## config.mk

```make
export PLATFORM = sky130hd
export DESIGN_NAME = fetch_queue
export DESIGN_NICKNAME = d
export VERILOG_FILES = /design/src/rtl/core_pkg.sv /design/src/rtl/fq_storage.sv /design/src/rtl/fetch_queue.sv
export SDC_FILE = /design/constraint.sdc
export NUM_CORES = 1
export LEC_CHECK = 0
export BUFFER_PORTS_ARGS = -buffer_cell sky130_fd_sc_hd__buf_2
export CAP_MARGIN = 0
export CORE_ASPECT_RATIO = 1.75
export CORE_MARGIN = 3
export CORE_UTILIZATION = 40
export DETAILED_ROUTE_END_ITERATION = 12
export PLACE_DENSITY = 0.66
export SLEW_MARGIN = 10
export SYNTH_ARGS = -nofsm -noshare
export SYNTH_HDL_FRONTEND = slang
export SYNTH_SLANG_ARGS = --single-unit
export TNS_END_PERCENT = 5
```

## constraint.sdc

```tcl
create_clock -name clk -period 9.43 [get_ports clk]
set_clock_uncertainty 0.2 [all_clocks]
set_input_delay 0.4715 -clock clk [delete_from_list [all_inputs] [get_ports clk]]
set_output_delay 0.4715 -clock clk [all_outputs]
set_load 0.005 [all_outputs]
```

## src/rtl/core_pkg.sv

```systemverilog
// Shared core constants and width helpers used by the fetch path.
package core_pkg;

    localparam logic [31:0] NOP_INSTR = 32'h0;
    localparam int          PC_STEP   = 4;

    function automatic int ptr_w(input int depth);
        return $clog2(depth);
    endfunction

    // Counter must represent the full value DEPTH, hence depth+1.
    function automatic int cnt_w(input int depth);
        return $clog2(depth + 1);
    endfunction

endpackage

```

## src/rtl/fq_storage.sv

```systemverilog
// Entry array for the fetch queue: one write port, asynchronous read, no reset.
module fq_storage #(
    parameter int DEPTH = 4,
    parameter int W     = 64,
    parameter int AW    = 2
) (
    input  logic          clk,
    input  logic          we,
    input  logic [AW-1:0] waddr,
    input  logic [W-1:0]  wdata,
    input  logic [AW-1:0] raddr,
    output logic [W-1:0]  rdata
);

    logic [W-1:0] mem [DEPTH];

    always_ff @(posedge clk) begin
        if (we) mem[waddr] <= wdata;
    end

    assign rdata = mem[raddr];

endmodule

```

## src/rtl/fetch_queue.sv

```systemverilog
// Instruction prefetch queue: owns the fetch PC, buffers {instr, pc+4} pairs
// for decode, and flushes to a single-cycle bubble on an ID-stage redirect.
module fetch_queue
    import core_pkg::*;
#(
    parameter int              XLEN     = 32,
    parameter int              DEPTH    = 4,
    parameter logic [XLEN-1:0] RESET_PC = '0
) (
    input  logic                         clk,
    input  logic                         rst,
    output logic [XLEN-1:0]              imem_addr,
    input  logic [XLEN-1:0]              imem_rd,
    input  logic                         redirect_valid,
    input  logic [XLEN-1:0]              redirect_pc,
    input  logic                         stall_D,
    output logic [XLEN-1:0]              instr_D,
    output logic [XLEN-1:0]              pc_plus4_D,
    output logic                         valid_D,
    output logic [$clog2(DEPTH+1)-1:0]   count,
    output logic                         full,
    output logic                         empty
);

    localparam int PTR_W = ptr_w(DEPTH);
    localparam int CNT_W = cnt_w(DEPTH);

    logic [XLEN-1:0]   pc_f;
    logic [XLEN-1:0]   pc_plus4_f;
    logic [PTR_W-1:0]  wr_ptr;
    logic [PTR_W-1:0]  rd_ptr;
    logic [2*XLEN-1:0] head;
    logic              redirect;
    logic              pop;
    logic              push;

    assign pc_plus4_f = pc_f + XLEN'(PC_STEP);
    assign imem_addr  = pc_f;

    assign full     = (count == CNT_W'(DEPTH));
    assign empty    = (count == '0);
    assign valid_D  = ~empty;
    assign redirect = redirect_valid & ~stall_D;
    assign pop      = valid_D & ~stall_D;
    // A full queue may still accept a fetch when the head leaves in the same cycle.
    assign push     = ~full | pop;

    fq_storage #(
        .DEPTH (DEPTH),
        .W     (2*XLEN),
        .AW    (PTR_W)
    ) u_storage (
        .clk   (clk),
        .we    (push & ~redirect),
        .waddr (wr_ptr),
        .wdata ({imem_rd, pc_plus4_f}),
        .raddr (rd_ptr),
        .rdata (head)
    );

    always_ff @(posedge clk or posedge rst) begin
        if (rst) begin
            pc_f   <= RESET_PC;
            wr_ptr <= '0;
            rd_ptr <= '0;
            count  <= '0;
        end else if (redirect) begin
            // Flush; the word currently on imem_rd belongs to the wrong path.
            pc_f   <= redirect_pc;
            wr_ptr <= '0;
            rd_ptr <= '0;
            count  <= '0;
        end else begin
            if (push) begin
                wr_ptr <= wr_ptr + PTR_W'(1);
                pc_f   <= pc_plus4_f;
            end
            if (pop) rd_ptr <= rd_ptr + PTR_W'(1);
            count <= count + CNT_W'(push) - CNT_W'(pop);
        end
    end

    assign instr_D    = valid_D ? head[2*XLEN-1:XLEN] : XLEN'(NOP_INSTR);
    assign pc_plus4_D = valid_D ? head[XLEN-1:0]      : '0;

endmodule

```

== Word-level counts from Yosys, hierarchy flattened ==
Memories as Yosys holds them, arrays and structs flattened.
Cells that the tools add are included.
W data, S select, Z words.

* Flip-flop bits (word level): 39
* Bits in writable memories: 256
* Input bits: 68
* Memories: 1

* Add/sub/neg operators: 5
* Eq/ne operators: 1
* Multiplexer cells: 11
* Bitwise gates (word level): 8
* Reductions and logical operators: 3

{| class="wikitable"
|+ Memories
! memory !! words !! width !! rd ports !! clocked after memory_dff !! wr ports !! RTL line !! text
|-
| u_storage.mem || 4 || 64 || 1 || 0 || 1 || fq_storage.sv:15 || <nowiki>logic [W-1:0] mem [DEPTH];</nowiki>
|}

{| class="wikitable"
|+ Operator list
! kind !! number
|-
| $mux W32 || 4
|-
| $add A32 B3 Y32 const B || 1
|-
| $mux W2 || 4
|-
| $add A2 B1 Y2 const B || 2
|-
| $not A1 Y1 || 4
|-
| $reduce_bool A2 Y1 || 2
|-
| $add A3 B1 Y3 || 1
|-
| $and A1 B1 Y1 || 3
|-
| $eq A3 B3 Y1 const B || 1
|-
| $logic_not A3 Y1 || 1
|-
| $mux W3 || 1
|-
| $sub A3 B1 Y3 || 1
|-
| $mux W1 || 2
|-
| $or A1 B1 Y1 || 1
|}

== Longest topological paths before layout ==
Gate-level depths: netlist (run 1).

* Depth after elaboration: 7
* Gate-level depth with buffers: 8

== Cells and area by module ==
A second synthesis (run 1) with hierarchy kept.

* Cell total of the unflattened synthesis: 700
* Area total of the unflattened synthesis: 12321.8 um2

{| class="wikitable"
|+ By module, submodules not included
! module !! times used !! cells an instance !! area an instance (um2) !! sequential area each (um2)
|-
| fq_storage || 1 || 338 || 9341.5 || 7687.4
|-
| fetch_queue || 1 || 362 || 2980.4 || 975.9
|}

== Least setup slack after synthesis (run 1) ==
Ideal clock, no wire load.

* Path type: input -> register
* Start point: input stall_D
* End point: memory u_storage.mem[0][0] (enable)
* Library setup time: 0.429 ns
* Data arrival time: 2.494 ns
* Setup slack: 6.307 ns
* Cell stages on the path: 3
* Path through: nand2b_1 > clkbuf_1 > and3_1

* Cells in the longest elaborated chain, start to end: 6

{| class="wikitable"
|+ RTL lines
! element !! RTL line !! text
|-
| start: declaration || fetch_queue.sv:16 || <nowiki>input logic stall_D,</nowiki>
|-
| $not A1 Y1 (*) || fetch_queue.sv:43, fetch_queue.sv:44 ||
|-
| $and A1 B1 Y1 (on tied branches) || fetch_queue.sv:44, fetch_queue.sv:43 ||
|-
| $or A1 B1 Y1 / $not A1 Y1 (equally long branches) || fetch_queue.sv:46, fetch_queue.sv:54 ||
|-
| $and A1 B1 Y1 (*) || fetch_queue.sv:54 || <nowiki>.we (push & ~redirect),</nowiki>
|-
| $mux W1 (*) || fq_storage.sv:18 || <nowiki>if (we) mem[waddr] <= wdata;</nowiki>
|-
| $mux W1 (not written as such) (*) || fq_storage.sv:18 ||
|-
| end: declaration || fq_storage.sv:15 ||
|}

Every way passes the cells marked *; elsewhere a longest branch is shown, timed or not.

== Worst setup path after layout (run 1) ==
* Start point: register rd_ptr[0]
* End point: output pc_plus4_D[18]

* Cells in the longest elaborated chain, start to end: 2

{| class="wikitable"
|+ RTL lines
! element !! RTL line !! text
|-
| start: declaration || fetch_queue.sv:31 || <nowiki>logic [PTR_W-1:0] rd_ptr;</nowiki>
|-
| start signal: assignment || fetch_queue.sv:78 || <nowiki>if (pop) rd_ptr <= rd_ptr + PTR_W'(1);</nowiki>
|-
| $mem_v2 Z4 W64 || n/a ||
|-
| $mux W32 || fetch_queue.sv:84 || <nowiki>assign pc_plus4_D = valid_D ? head[XLEN-1:0] : '0;</nowiki>
|-
| end: declaration || fetch_queue.sv:18 || <nowiki>output logic [XLEN-1:0] pc_plus4_D,</nowiki>
|}

No other way between the ends.

==> results.sh, run 1 <==
export IMPL_critPathRequiredTime_ns=8.76
export IMPL_die_width_microns=140
export IMPL_reg2reg_depth=5
export IMPL_synthCells=743
export IMPL_antenna_found_initial=0
export IMPL_min_period_over_period=0.394
export IMPL_tritoncts="yes"
export IMPL_grt_pass1_vias=7787
export IMPL_slew_violations=0
export IMPL_cts_max_level=1
export IMPL_dp_cells=1258
export IMPL_hold_depth=3
export IMPL_place_congestion=0.801
export IMPL_status="finished, final reports clean"
export IMPL_avgSynthCellArea_sq_um=16.9
export IMPL_hold_class="input pin to flop"
export IMPL_layout_nets=1033
export IMPL_drv_cap=0
export IMPL_met2_wirelength_microns=15600
export IMPL_hold_slack_ns=0.0404
export IMPL_ant_nets=0
export IMPL_drt_pass1_iterations=4
export IMPL_rr_endpoint="u_storage.mem[2][26]"
export IMPL_leakage_uw=0.00555
export IMPL_cts_repair_resized=0
export IMPL_synth_top_family_by_area="multiplexers"
export IMPL_max_freq_ghz=0.269
export IMPL_synth_simple_area_share=0.102
export IMPL_drc_errors=0
export IMPL_ys_ff_latch=295
export IMPL_ys_flop_type="edfxtp_1"
export IMPL_relSlewSlack=0.258
export IMPL_grt_pass1_wl_microns=44200
export IMPL_rrSetupSlack_ns=6.49
export IMPL_end_kind="primary output"
export IMPL_ys_warn_count=0
export IMPL_io_pins=170
export IMPL_fin_crit_ns=3.72
export IMPL_grt_max_degree=68
export IMPL_cts_buffers_inserted=28
export IMPL_synth_adder_area_share=0.00756
export IMPL_crit_start="rd_ptr[0]"
export IMPL_synthMuxAreaShare=0.115
export IMPL_p_per_area_nw_per_um2=312
export IMPL_worstPathArrival_ns=3.05
export IMPL_layout_common_cells="edfxtp_1 (256), buf_2 (169), and2_1 (70)"
export IMPL_synth_async_reset_ratio=0.132
export IMPL_layoutNonFillerInstCount=1371
export IMPL_final_common_cell="edfxtp_1"
export IMPL_setup_tns_ns=0
export IMPL_die_area_sq_um=33700
export IMPL_synth_cell_types=49
export IMPL_dp_hpwl_microns=17600
export IMPL_vias_per_cell=5.35
export IMPL_cp_max_fo=41
export IMPL_dieHeight_microns=241
export IMPL_cp_endpoint="pc_plus4_D[18]"
export IMPL_clock_sinks=295
export IMPL_clkTransAtPathRegs_ns=0.07
export IMPL_coreArea_sq_um=30900
export IMPL_antennaDiodeCount=0
export IMPL_routed_wl_microns=28800
export IMPL_rows=85
export IMPL_r2r_start="imem_addr[2]"
export IMPL_synthXorXnorAreaFrac=0.0209
export IMPL_port_buffers=169
export IMPL_top_layer="met4"
export IMPL_hold_viol=0
export IMPL_peakVddDrop_mv=0.195
export IMPL_vias=7332
export IMPL_path_class="flop to primary output"
export IMPL_cts_path_max_buffers=3
export IMPL_synth_edff_count=256
export IMPL_groute_usage_overall=0.168
export IMPL_drt_iter0_markers=383
export IMPL_synth_seq_area_share=0.688
export IMPL_grt_overflow=0
export IMPL_initial_core_util=0.407
export IMPL_clk_latency_ns=0.55
export IMPL_worstSetupStartpointType="flop"
export IMPL_wl_per_cell_microns=21.0
export IMPL_worstMarginPinSlew_ns=1.11
export IMPL_wl_met1_microns=11100
export IMPL_design_area_sq_um=15200
export IMPL_min_from="redirect_pc[25]"
export IMPL_syn_area_sq_um=12600
export IMPL_cts_root_buffer="clkbuf_16"
export IMPL_synth_compound_area_share=0.0405
export IMPL_finalSetupViolCount=0
export IMPL_syn_to_final_growth_pct=21.0
export IMPL_synth_nets=818
export IMPL_dr_wl_met3_microns=1120
export IMPL_drive_gt1_frac=0.312
export IMPL_rsz0062_at_grt="no"
export IMPL_place_area_sq_um=13700
export IMPL_p_total_uw=4750
[per-stage QoR]
stage          worst slack [ns]  utilization
2_1_floorplan              6.31            -
3_3_place_gp               6.17        0.444
3_5_place_dp               6.14        0.444
4_1_cts                    5.57        0.492
5_1_grt                    5.43        0.492
6_report                   5.71        0.492
[what timing repair did]
item / CTS / global route
hold endpoints to repair: 195 / 0
buffers inserted: 0 / 0
hold buffers: 61 / 0
[layer usage]
layer / GRT usage / up-vias
li1: - / 3338
met1: 0.197 / 3741
met2: 0.316 / 197
met3: 0.0204 / 56
met4: 0.0597 / 0
met5: 0 / -
[flip-flops by register name, indices dropped and copies added (netlist names)]
signal         cells
u_storage.mem    256
imem_addr         32
count              3
rd_ptr             2
wr_ptr             2
[area by class of cell]
type | instances | area (sq um)
Inverter | 8 | 30.0
Timing Repair Buffer | 239 | 1520
Tap cell | 391 | 489
Sequential cell | 295 | 8670
Fill cell | 2606 | 15700
Multi-Input combinational cell | 386 | 3630
Clock buffer | 37 | 766
Clock inverter | 15 | 115
[cell usage after synthesis, types with 8 or more instances]
| cell type | number | share of area |
|---|---|---|
| edfxtp_1 | 256 | 0.61 |
| and2_1 | 70 | 0.035 |
| mux4_2 | 64 | 0.11 |
| dfrtp_1 | 39 | 0.078 |
| nand2_1 | 39 | 0.012 |
| nand3_1 | 27 | 0.011 |
| xnor2_1 | 20 | 0.014 |
| clkbuf_1 | 19 | 0.0057 |
| a22oi_1 | 17 | 0.010 |
| buf_2 | 16 | 0.0064 |
| nor2_1 | 15 | 0.0045 |
| nor3_1 | 14 | 0.0056 |
| and3_1 | 11 | 0.0055 |
| buf_4 | 10 | 0.0060 |
| xor2_1 | 10 | 0.0070 |
| nand4_1 | 9 | 0.0045 |
| a21o_1 | 8 | 0.0048 |
| inv_1 | 8 | 0.0024 |
| o21ai_0 | 8 | 0.0032 |
[cells by family (layout without fill, tap and decap cells)]
family	Yosys count	in the layout
compound gates	66	66
xor+xnor	30	30
fa+ha+maj	7	7
buf+inv	62	299
flops	295	295
mux	65	65
other cells	1	1
simple gates	217	217
[critical path, cell delays in order (launching register included)]
cell     delay (ns)
dfrtp_4        0.77
buf_4          0.75
mux4_2         0.61
and2_1         0.18
buf_2          0.12
[how the worst min path moves through the flow]
stage          slack, ns                   to
2_1_floorplan       0.30  u_storage.mem[0][0]
3_3_place_gp        0.32  u_storage.mem[1][0]
3_5_place_dp        0.33  u_storage.mem[1][0]
4_1_cts             0.01        imem_addr[25]
5_1_grt             0.03        imem_addr[25]
6_report            0.04        imem_addr[25]
[where the power goes]
| part | switching [uW] | internal (uW) |
|---|---|---|
| clock network | 468 | 601 |
| logic | 764 | 756 |
| registers | 258 | 1910 |
| total | 1490 | 3260 |
Note: power is estimated with default switching activity, not from simulation.
==> run 2: changes to the inputs <==
PLACE_DENSITY = 0.68   (was 0.66)
clock period = 3.3 ns   (was 9.43 ns; I/O delays follow)
==> results.sh, run 2 (same netlist as run 1, synthesis figures left out) <==
export IMPL_status="finished, final reports clean"
export IMPL_finalSetupViolCount=0
export IMPL_end_kind="primary output"
export IMPL_drv_cap=0
export IMPL_cts_max_level=1
export IMPL_initial_core_util=0.407
export IMPL_met2_wirelength_microns=15200
export IMPL_relSlewSlack=0.262
export IMPL_wl_per_cell_microns=20.8
export IMPL_rsz0062_at_grt="no"
export IMPL_path_delay_family="flip-flops"
export IMPL_drc_errors=0
export IMPL_cp_max_fo=27
export IMPL_seqCellArea_sq_um=8670
export IMPL_drive_gt1_frac=0.315
export IMPL_groute_usage_overall=0.168
export IMPL_crit_cells=4
export IMPL_p_total_uw=14000
export IMPL_rows=85
export IMPL_antennaDiodeCount=0
export IMPL_io_pins=170
export IMPL_hold_class="input pin to async pin"
export IMPL_hold_slack_ns=0.169
export IMPL_cts_setup_buffers=0
export IMPL_largest_register="u_storage.mem"
export IMPL_vias=7361
export IMPL_cts_buffers_inserted=27
export IMPL_hold_viol=0
export IMPL_grt_pass1_vias=7722
export IMPL_slowest_delay_ns=0.77
export IMPL_final_common_cell="edfxtp_1"
export IMPL_dr_wl_met3_microns=1310
export IMPL_max_freq_ghz=0.343
export IMPL_cts_path_max_buffers=3
export IMPL_nFillCells=2563
export IMPL_largest_reg_flops=256
export IMPL_ant_nets=0
export IMPL_reg2reg_depth=5
export IMPL_grt_overflow=0
export IMPL_leakage_uw=0.00566
export IMPL_drt_iter0_markers=404
export IMPL_vias_per_cell=5.33
export IMPL_peakVddDrop_mv=0.512
export IMPL_critPathRequiredTime_ns=2.93
export IMPL_die_area_sq_um=33700
export IMPL_path_class="flop to primary output"
export IMPL_r2r_start="count[2]"
export IMPL_worstSetupStartpointType="flop"
export IMPL_clk_latency_ns=0.53
export IMPL_coreArea_sq_um=30900
export IMPL_cts_root_buffer="clkbuf_16"
export IMPL_grt_max_degree=68
export IMPL_tritoncts="yes"
export IMPL_crit_start="rd_ptr[0]"
export IMPL_grt_pass1_wl_microns=44300
export IMPL_fin_crit_ns=2.92
export IMPL_layout_nets=1046
export IMPL_top_layer="met4"
export IMPL_critPathBufInv=2
export IMPL_dieHeight_microns=241
export IMPL_port_buffers=169
export IMPL_routed_wl_microns=28700
export IMPL_dp_hpwl_microns=18000
export IMPL_die_width_microns=140
export IMPL_slew_violations=0
export IMPL_syn_to_final_growth_pct=22.9
export IMPL_worstMarginPinSlew_ns=1.11
export IMPL_place_congestion=0.818
export IMPL_wl_met1_microns=11000
export IMPL_worstPathArrival_ns=2.55
export IMPL_crit_chain="buf_4 -> mux4_2 -> and2_1 -> buf_2"
export IMPL_drt_pass1_iterations=5
export IMPL_min_period_over_period=0.884
export IMPL_p_per_area_nw_per_um2=903
export IMPL_multi_input_comb_area_sq_um=3630
export IMPL_setup_tns_ns=0
export IMPL_critical_path_slowest_cell="dfrtp_4"
export IMPL_clock_sinks=295
export IMPL_layout_common_cells="edfxtp_1 (256), buf_2 (169), dlygate4sd3_1 (72)"
export IMPL_final_util=0.500
export IMPL_clkTransAtPathRegs_ns=0.07
export IMPL_antenna_found_initial=1
==> run 2: final cells by class <==
type	count	share of cell area
multi-input combinational	386	0.235
sequential	295	0.561
clock buffer	32	0.0468
timing repair buffer	253	0.109
clock inverter	17	0.0153
inverter	8	0.00194
tap	391	0.0316
==> run 2: worst paths after layout <==
check                                            end  slack (ns)
worst max-delay path                     instr_D[24]        0.38
worst min-delay path                       wr_ptr[1]        0.17
worst max register to register             rd_ptr[1]        0.51
worst min register to register             wr_ptr[0]        0.36
max in group asynchronous                  rd_ptr[1]        2.07
min in group clk                u_storage.mem[0][41]        0.19
==> run 2: per-stage QoR <==
step | instance area, sq um | std cells | worst slack (ns)
3_3_place_gp | 13800 | 1261 | 0.763
2_1_floorplan | 12600 | 743 | 0.247
5_1_grt | 15500 | 1382 | 0.183
6_report | 15500 | 1382 | 0.383
4_1_cts | 15500 | 1382 | 0.279
3_5_place_dp | 13800 | 1261 | 0.707
==> run 2: repair_timing <==
action                                 in CTS  in global routing
hold buffers                               72                  0
resized for setup                           0                  0
endpoints found under the hold margin     203                  0
==> run 2: metal layers <==
| layer | GRT usage | vias to the layer above |
|---|---|---|
| met5 | 0 | - |
| met4 | 0.0741 | 0 |
| met3 | 0.0222 | 54 |
| met2 | 0.304 | 212 |
| met1 | 0.200 | 3727 |
| li1 | - | 3368 |
==> run 2: power by group <==
group          switching [uW]  internal (uW)  total, uW
logic                    2350           2210       4560
registers                 607           5460       6060
clock network            1370           1980       3350
==> run 2: tightest hold or removal path, cell delays in order <==
cell and delay (ns):
dlygate4sd3_1 0.52, buf_2 0.12, inv_2 0.64
==> run 3: changes to the inputs <==
CORE_UTILIZATION = 52   (was 40)
MAX_ROUTING_LAYER = met4   (was unset)
PLACE_DENSITY = 0.83   (was 0.68)
==> results.sh, run 3 (same netlist as run 1, synthesis figures left out) <==
export IMPL_p_per_area_nw_per_um2=888
export IMPL_antenna_found_initial=0
export IMPL_drt_iter0_markers=572
export IMPL_hold_class="input pin to async pin"
export IMPL_leakage_uw=0.00559
export IMPL_cts_root_buffer="clkbuf_16"
export IMPL_gr_max_usage_layer="met2"
export IMPL_routed_wl_microns=27000
export IMPL_seqCellArea_sq_um=8670
export IMPL_place_congestion=0.851
export IMPL_tritoncts="yes"
export IMPL_drv_cap=0
export IMPL_met2_usage=0.377
export IMPL_drt_pass1_iterations=7
export IMPL_ant_nets=0
export IMPL_nFillCells=1657
export IMPL_crit_chain="buf_12 -> mux4_2 -> and2_1 -> buf_2"
export IMPL_cts_buffers_inserted=25
export IMPL_cts_setup_buffers=0
export IMPL_worstMarginPinSlew_ns=1.02
export IMPL_clkTransAtPathRegs_ns=0.07
export IMPL_worstSetupStartpointType="flop"
export IMPL_slew_violations=0
export IMPL_vias=7438
export IMPL_drc_errors=0
export IMPL_wl_per_cell_microns=20.9
export IMPL_min_period_over_period=0.886
export IMPL_grt_util_met3=0.0273
export IMPL_rows=74
export IMPL_clk_latency_ns=0.52
export IMPL_max_freq_ghz=0.342
export IMPL_critPathBufInv=2
export IMPL_die_width_microns=124
export IMPL_multi_input_comb_area_sq_um=3630
export IMPL_cts_repair_resized=0
export IMPL_grt_overflow=0
export IMPL_vias_per_cell=5.77
export IMPL_largest_reg_flops=256
export IMPL_cp_max_fo=32
export IMPL_dieHeight_microns=212
export IMPL_rsz0062_at_grt="no"
export IMPL_layout_common_cells="edfxtp_1 (256), buf_2 (169), and2_1 (70)"
export IMPL_antennaDiodeCount=0
export IMPL_path_delay_family="flip-flops"
export IMPL_final_util=0.643
export IMPL_dp_hpwl_microns=16600
export IMPL_setup_tns_ns=0
export IMPL_clock_sinks=295
export IMPL_finalSetupViolCount=0
export IMPL_initial_core_util=0.533
export IMPL_die_area_sq_um=26200
export IMPL_largest_register="u_storage.mem"
export IMPL_final_common_cell="edfxtp_1"
export IMPL_groute_usage_overall=0.215
export IMPL_cts_max_level=1
export IMPL_status="finished, final reports clean"
export IMPL_hold_viol=0
export IMPL_cts_path_max_buffers=3
export IMPL_drive_gt1_frac=0.312
export IMPL_path_class="flop to primary output"
export IMPL_critPathRequiredTime_ns=2.93
export IMPL_grt_max_degree=68
export IMPL_worstPathArrival_ns=2.56
export IMPL_layout_nets=1041
export IMPL_peakVddDrop_mv=0.492
export IMPL_fin_crit_ns=2.92
export IMPL_grt_pass1_vias=7787
export IMPL_grt_pass1_wl_microns=42000
export IMPL_port_buffers=169
export IMPL_io_pins=170
export IMPL_syn_to_final_growth_pct=20.7
export IMPL_relSlewSlack=0.323
export IMPL_critical_path_slowest_cell="dfrtp_4"
export IMPL_end_kind="primary output"
export IMPL_slowest_delay_ns=0.84
export IMPL_coreArea_sq_um=23600
export IMPL_use_met1=0.253
==> run 3: stage by stage <==
| step | cells | instance area (sq um) | total power [uW] | setup slack (ns) | hold slack (ns) |
|---|---|---|---|---|---|
| floorplan | 743 | 12600 | 8810 | 0.247 | 0.0639 |
| global placement | 1174 | 13700 | 10500 | 0.852 | 0.123 |
| detailed placement | 1174 | 13700 | 10600 | 0.834 | 0.122 |
| CTS | 1288 | 15200 | 13600 | 0.296 | 0.118 |
| global route | 1288 | 15200 | 14200 | 0.195 | 0.161 |
| finish | 1288 | 15200 | 13500 | 0.376 | 0.124 |
==> run 3: path summary, 6_finish.rpt <==
check                           slack (ns)    startpoint              endpoint  cells past startpoint
worst min-delay path                  0.12           rst         imem_addr[27]                      4
worst max-delay path                  0.38     rd_ptr[0]           instr_D[26]                      4
worst min register to register        0.34  imem_addr[1]   u_storage.mem[1][1]                      0
worst max register to register        0.43      count[2]             rd_ptr[1]                      5
min in group clk                      0.20   imem_rd[25]  u_storage.mem[3][57]                      2
max in group asynchronous             2.35           rst             rd_ptr[0]                      4
==> run 3: worst min-delay path: cells and delay by family <==
| family | cells | cell delay [ns] |
|---|---|---|
| buffers and inverters | 4 | 1.13 |
==> run 3: report_power, final <==
part | internal [uW] | total [uW] | leakage [uW] | switching [uW]
clock | 1670 | 2960 | 0.000410 | 1290
sequential | 5450 | 6090 | 0.00285 | 634
combinational | 2200 | 4450 | 0.00232 | 2250
total | 9320 | 13500 | 0.00559 | 4170
==> run 3: cell type report <==
| class | instances | area share |
|---|---|---|
| sequential | 295 | 0.571 |
| multi-input combinational | 386 | 0.239 |
| tap | 304 | 0.0250 |
| clock buffer | 28 | 0.0426 |
| timing repair buffer | 250 | 0.109 |
| clock inverter | 17 | 0.0119 |
| inverter | 8 | 0.00198 |
==> run 3: repair_timing <==
action / in CTS / in global routing
hold endpoints to repair: 201 / 0
hold buffers: 69 / 0
endpoints found under the setup margin: 0 / 0
==> run 3: layer usage <==
layer / routed length [microns] / vias up
met5: 0 / -
met4: 847 / 0
met3: 1570 / 64
met2: 14600 / 290
met1: 9900 / 3728
li1: - / 3356
